### src/rtl/fpalu_norm_pack.sv
// Post-normalizer for FPALU results: accepts {sgn, exp, left-aligned mantissa},
// shifts the mantissa left by at most SHIFT_STEP bits per cycle until bit 21 is
// set or the exponent reaches 0, then presents the packed word and flags.
//
// Handshake rules (both ports): a word moves on a rising edge where vld & rdy.
// A producer holds its vld and data stable until that edge; dout_* never
// change while dout_vld & !dout_rdy. din_rdy is high in IDLE, low in NORM,
// follows dout_rdy in DONE so a new word is captured on the same edge the
// result leaves, and is held low while rst is asserted.
module fpalu_norm_pack #(
  parameter int SHIFT_STEP = 4
) (
  input  logic        clk,
  input  logic        rst,
  input  logic        din_vld,
  output logic        din_rdy,
  input  logic        din_y_sgn,
  input  logic [5:0]  din_y_exp,
  input  logic [21:0] din_y_man_dn,
  output logic        dout_vld,
  input  logic        dout_rdy,
  output logic [28:0] dout_pkd,
  output logic        dout_zero,
  output logic        dout_sub,
  output logic        busy,
  output logic [1:0]  dbg_state
);

  typedef enum logic [1:0] {
    ST_IDLE = 2'd0,
    ST_NORM = 2'd1,
    ST_DONE = 2'd2
  } state_t;

  localparam logic [5:0] STEP6 = 6'(SHIFT_STEP);

  state_t      state_q, state_d;
  logic        sgn_q, sgn_d;
  logic [5:0]  exp_q, exp_d;
  logic [21:0] man_q, man_d;

  logic        accept;
  logic        lz_found;
  logic [5:0]  lz;
  logic [5:0]  shamt;
  logic [21:0] man_sh;
  logic [5:0]  exp_sh;

  assign accept = din_vld & din_rdy;

  // Leading-zero count of the working mantissa (22 when it is all zero).
  always_comb begin
    lz       = 6'd22;
    lz_found = 1'b0;
    for (int i = 21; i >= 0; i--) begin
      if (!lz_found && man_q[i]) begin
        lz       = 6'(21 - i);
        lz_found = 1'b1;
      end
    end
  end

  // One normalization step: shift by the smallest of lz, step size and exp so
  // the exponent can never wrap below zero.
  always_comb begin
    shamt = lz;
    if (STEP6 < shamt) shamt = STEP6;
    if (exp_q < shamt) shamt = exp_q;
    man_sh = man_q << shamt;
    exp_sh = exp_q - shamt;
  end

  // State and working registers; reset drops any in-flight word.
  always_ff @(posedge clk or posedge rst) begin
    if (rst) begin
      state_q <= ST_IDLE;
      sgn_q   <= 1'b0;
      exp_q   <= 6'd0;
      man_q   <= 22'd0;
    end else begin
      state_q <= state_d;
      sgn_q   <= sgn_d;
      exp_q   <= exp_d;
      man_q   <= man_d;
    end
  end

  // Next state and working-register updates (capture, shift, release).
  always_comb begin
    state_d = state_q;
    sgn_d   = sgn_q;
    exp_d   = exp_q;
    man_d   = man_q;
    if (accept) begin
      sgn_d = din_y_sgn;
      if (din_y_man_dn == 22'd0) begin
        exp_d   = 6'd0;
        man_d   = 22'd0;
        state_d = ST_DONE;
      end else begin
        exp_d = din_y_exp;
        man_d = din_y_man_dn;
        if (din_y_man_dn[21] || din_y_exp == 6'd0) state_d = ST_DONE;
        else                                       state_d = ST_NORM;
      end
    end else begin
      case (state_q)
        ST_NORM: begin
          man_d = man_sh;
          exp_d = exp_sh;
          if (man_sh[21] || exp_sh == 6'd0) state_d = ST_DONE;
        end
        ST_DONE: begin
          if (dout_rdy) state_d = ST_IDLE;
        end
        default: state_d = state_q;
      endcase
    end
  end

  // Port outputs decoded from the state and working registers.
  always_comb begin
    din_rdy   = 1'b0;
    dout_vld  = 1'b0;
    dout_pkd  = 29'd0;
    dout_zero = 1'b0;
    dout_sub  = 1'b0;
    busy      = (state_q != ST_IDLE);
    dbg_state = state_q;
    case (state_q)
      ST_IDLE: din_rdy = ~rst;
      ST_DONE: begin
        din_rdy   = dout_rdy & ~rst;
        dout_vld  = 1'b1;
        dout_pkd  = {sgn_q, exp_q, man_q};
        dout_zero = (man_q == 22'd0);
        dout_sub  = (man_q != 22'd0) && (exp_q == 6'd0) && !man_q[21];
      end
      default: din_rdy = 1'b0;
    endcase
  end

endmodule

### config.mk
export PLATFORM = sky130hd
export DESIGN_NAME = fpalu_norm_pack
export DESIGN_NICKNAME = d
export VERILOG_FILES = /design/src/rtl/fpalu_norm_pack.sv
export SDC_FILE = /design/constraint.sdc
export NUM_CORES = 1
export LEC_CHECK = 0
export ABC_CLOCK_PERIOD_IN_PS = 5500
export BUFFER_PORTS_ARGS = -buffer_cell sky130_fd_sc_hd__buf_2
export CAP_MARGIN = 20
export CORE_MARGIN = 5
export CORE_UTILIZATION = 45
export DETAILED_ROUTE_END_ITERATION = 12
export MAX_ROUTING_LAYER = met4
export PLACE_DENSITY_LB_ADDON = 0.12
export SLEW_MARGIN = 10
export SYNTH_ARGS = -nofsm -noshare
export SYNTH_HDL_FRONTEND = slang
export SYNTH_SLANG_ARGS = --single-unit
### constraint.sdc
create_clock -name clk -period 5.5 [get_ports clk]
set_clock_uncertainty 0.05 [all_clocks]
set_input_delay 0 -clock clk [delete_from_list [all_inputs] [get_ports clk]]
set_output_delay 0 -clock clk [all_outputs]
set_load 0.01 [all_outputs]
==> metrics.txt <==
drt via density 6.24; fmax 228 MHz; run status complete, no violations; FP Rows 31; WL/cell 20.7 um; CP startpoint man_q[18]; Top Usage Layer GRT met2; crit-path cells or4_4 -> ha_1 -> a21o_1 -> a211o_1 -> a21oi_2 -> mux2i_4 -> buf_4 -> fa_1 -> o21ai_0 -> a21oi_1 -> xor2_1 -> nand2_1 -> nor3_1 -> a31o_2 -> a221oi_1 -> o21ai_1; sequential power share 21.4%; Post-synth EDFFs 0; Clock Path Buffers 2; Max Fanout on Critical Path 26; power per cell area 682 nW/um^2; reg2reg path depth 16; worst slew pin tran 1.01 ns; Sink Count 31; Period minus WS final approximately 4.4 ns; largest net degree at the start of global routing 32; Final Hold Viols 0; worst hold path type in2reg; met3 GRT Util 5.24%; first-pass GRT wire length ~20 mm; fin crit share 79.7%; WP data required 5.67 ns; RSZ-0062 raised after global routing false; Area Growth Syn to Fin 21.5%; met1 Track Usage GR 38.5%; initial antenna violation count 1; clock transition at the registers of the reported paths 0.08 ns; Mapped Cells 411; post-synth cell types 67; asr flop ratio synth 100%; clk_lat worst skew 0.30 ns; WP depth 16; reg2reg end dbg_state[1]; Maximum Capacitance Violations 0; Root Buffer Master clkbuf_8; DRC 0; GRT overflow 0; die area 9250 um^2; detailed-placement wirelength estimate 8.49 mm; VDD IR-drop max 0.326 mV; Pint 1260 uW; #FFs+latches synth 31; post-cts resize count 0; Net Sw Frac 54.4%; Gate power share slightly above 70%; H-tree Lvls 2; post-route ant nets 0; layout cells sized above 1 approximately 22%; Core Region 7250 um^2; Port-buffer cells 68; DR iter-0 viols 344; slowest CP cell or4_4; NumNets Final 533; CP Capture Type flip-flop; Post-CTS Setup Inserts 0; vias in the first global route 3601; met2 usage 43.0%; cell family with most CP delay compound AO/OA/AOI/OAI gates; Sw Pwr 1510 uW; Static Leak 0.00185 uW; Clk network pwr share approximately 7%; Initial Util 46.1%; filler instances slightly above 700; total wire length 12.2 mm; ys flop type dfrtp_1; Synth warnings 0; Slew headroom 32.3%; final count of pins violating max slew 0; synthesized area approximately 3300 um^2; Num CTS Buffers 5; Setup CP Type reg2reg; Avg Inst Size Synth 8.13 um^2; Pre-antenna DRT Iters 5; DIE HEIGHT 96.2 um; startpoint types flip-flop; post-layout util 56.0%; Register-to-Register Setup Slack 1.12 ns; GRT Total Usage 28.7%; worst path arrival time 4.55 ns; Post-CTS Hold Fix Bufs 24; Worst setup endpoint dbg_state[1]; R2R Path Start man_q[18]; CP bufs+invs 1; routability cong. 0.937; sequential area share after synthesis 23.2%; Top Ports 69; # setup viols final 0; CTS tree built; Worst path max stage delay 0.60 ns; Die X a little under 100 um; total number of vias 3689; setup TNS 0 ns; hold path depth 3
## routing by layer
metal	vias up	part of all wire [%]
met1	1764	43
met2	207	46
li1	1688	-
met4	0	2.4
met5	-	0
met3	30	8.0
## power by group through the flow
stage	logic [uW]	clock network, uW	registers, uW
2_1_floorplan	1600	0	448
6_report	1990	191	591
3_5_place_dp	1910	0	590
5_1_grt	2150	203	614
3_3_place_gp	1910	0	585
4_1_cts	1930	194	585
## flip-flops by register name, summed over array words and instances (netlist names)
register,cells
exp_q,6
sgn_q,1
dbg_state,2
man_q,22
## cell usage after synthesis (all sizes together) (4+ instances only)
cell	instances	area share (%)
nand3	6	0.90
nor4	10	2.3
o221ai	5	1.5
mux4	5	3.5
nor2b	7	1.3
and2	33	6.2
nand2	35	3.9
inv	13	1.5
o22ai	4	0.75
ha	9	3.4
a221oi	13	3.4
buf	11	2.1
clkbuf	18	2.0
a22oi	7	1.6
o21ai	17	2.5
nor3	10	1.5
mux2i	37	11
a211oi	6	1.3
a21oi	29	4.5
dfrtp	31	23
mux2	6	2.0
nor2	38	4.3
or4	4	1.0
## area by class of cell
type                            instances  area (um^2)  share of cell area (%)
Timing Repair Buffer                  100          641                    15.8
Sequential cell                        31          776                    19.1
Antenna cell                            1         2.50                  0.0616
Multi-Input combinational cell        338         2380                    58.6
Clock inverter                          3         15.0                   0.370
Clock buffer                            5         68.8                    1.69
Tap cell                               99          124                    3.05
Inverter                               14         52.6                    1.29
## worst register-to-register path, stage by stage (launching register included)
cell,delay (ns)
dfrtp_1,0.46
or4_4,0.60
ha_1,0.20
a21o_1,0.18
a211o_1,0.32
a21oi_2,0.34
mux2i_4,0.31
buf_4,0.37
fa_1,0.28
o21ai_0,0.10
a21oi_1,0.19
xor2_1,0.21
nand2_1,0.07
nor3_1,0.23
a31o_2,0.20
a221oi_1,0.06
o21ai_1,0.12
## through the flow
stage	instances	area [um^2]	hold slack [ns]	total power, uW	setup slack [ns]
6_report	591	4060	0.00888	2770	1.12
5_1_grt	591	4060	0.0254	2960	0.801
4_1_cts	590	4060	0.00272	2710	1.11
3_5_place_dp	558	3730	0.0920	2500	1.15
3_3_place_gp	558	3730	0.0822	2500	1.27
2_1_floorplan	412	3350	0.0126	2040	0.829
## logic make-up (layout without fill, tap and decap cells)
kind of cell | after synthesis | after routing | share of synthesized area [%]
buffers and inverters | 43 | 122 | 5.73
xor gates and xnor gates | 4 | 4 | 1.05
and+or+nand+nor | 161 | 161 | 25.0
AOI/OAI and AO/OA | 113 | 113 | 23.9
adders and majority gates | 10 | 10 | 3.97
muxes | 48 | 48 | 17.0
other | 1 | 3 | 0.112
DFF | 31 | 31 | 23.2
## layout by cell type (no fill, tap or decap), drive strengths merged, types with 9 or more instances in the layout
master       instances
nor2                38
nand2               35
dfrtp               31
a221oi              13
mux2i               37
ha                   9
a21oi               29
inv                 13
buf                 76
and2                33
dlygate4sd3         24
nor3                10
nor4                10
o21ai               17
## how the worst min path moves through the flow
stage,start,to,slack (ns)
after floorplan,rst,din_rdy,0.01
after global placement,rst,man_q[10],0.08
after detailed placement,rst,sgn_q,0.09
after CTS,din_y_man_dn[13],man_q[13],0.003
after global routing,din_y_man_dn[12],man_q[12],0.03
final,din_y_man_dn[13],man_q[13],0.009
No activity file was read; power rests on OpenSTA's default activity.
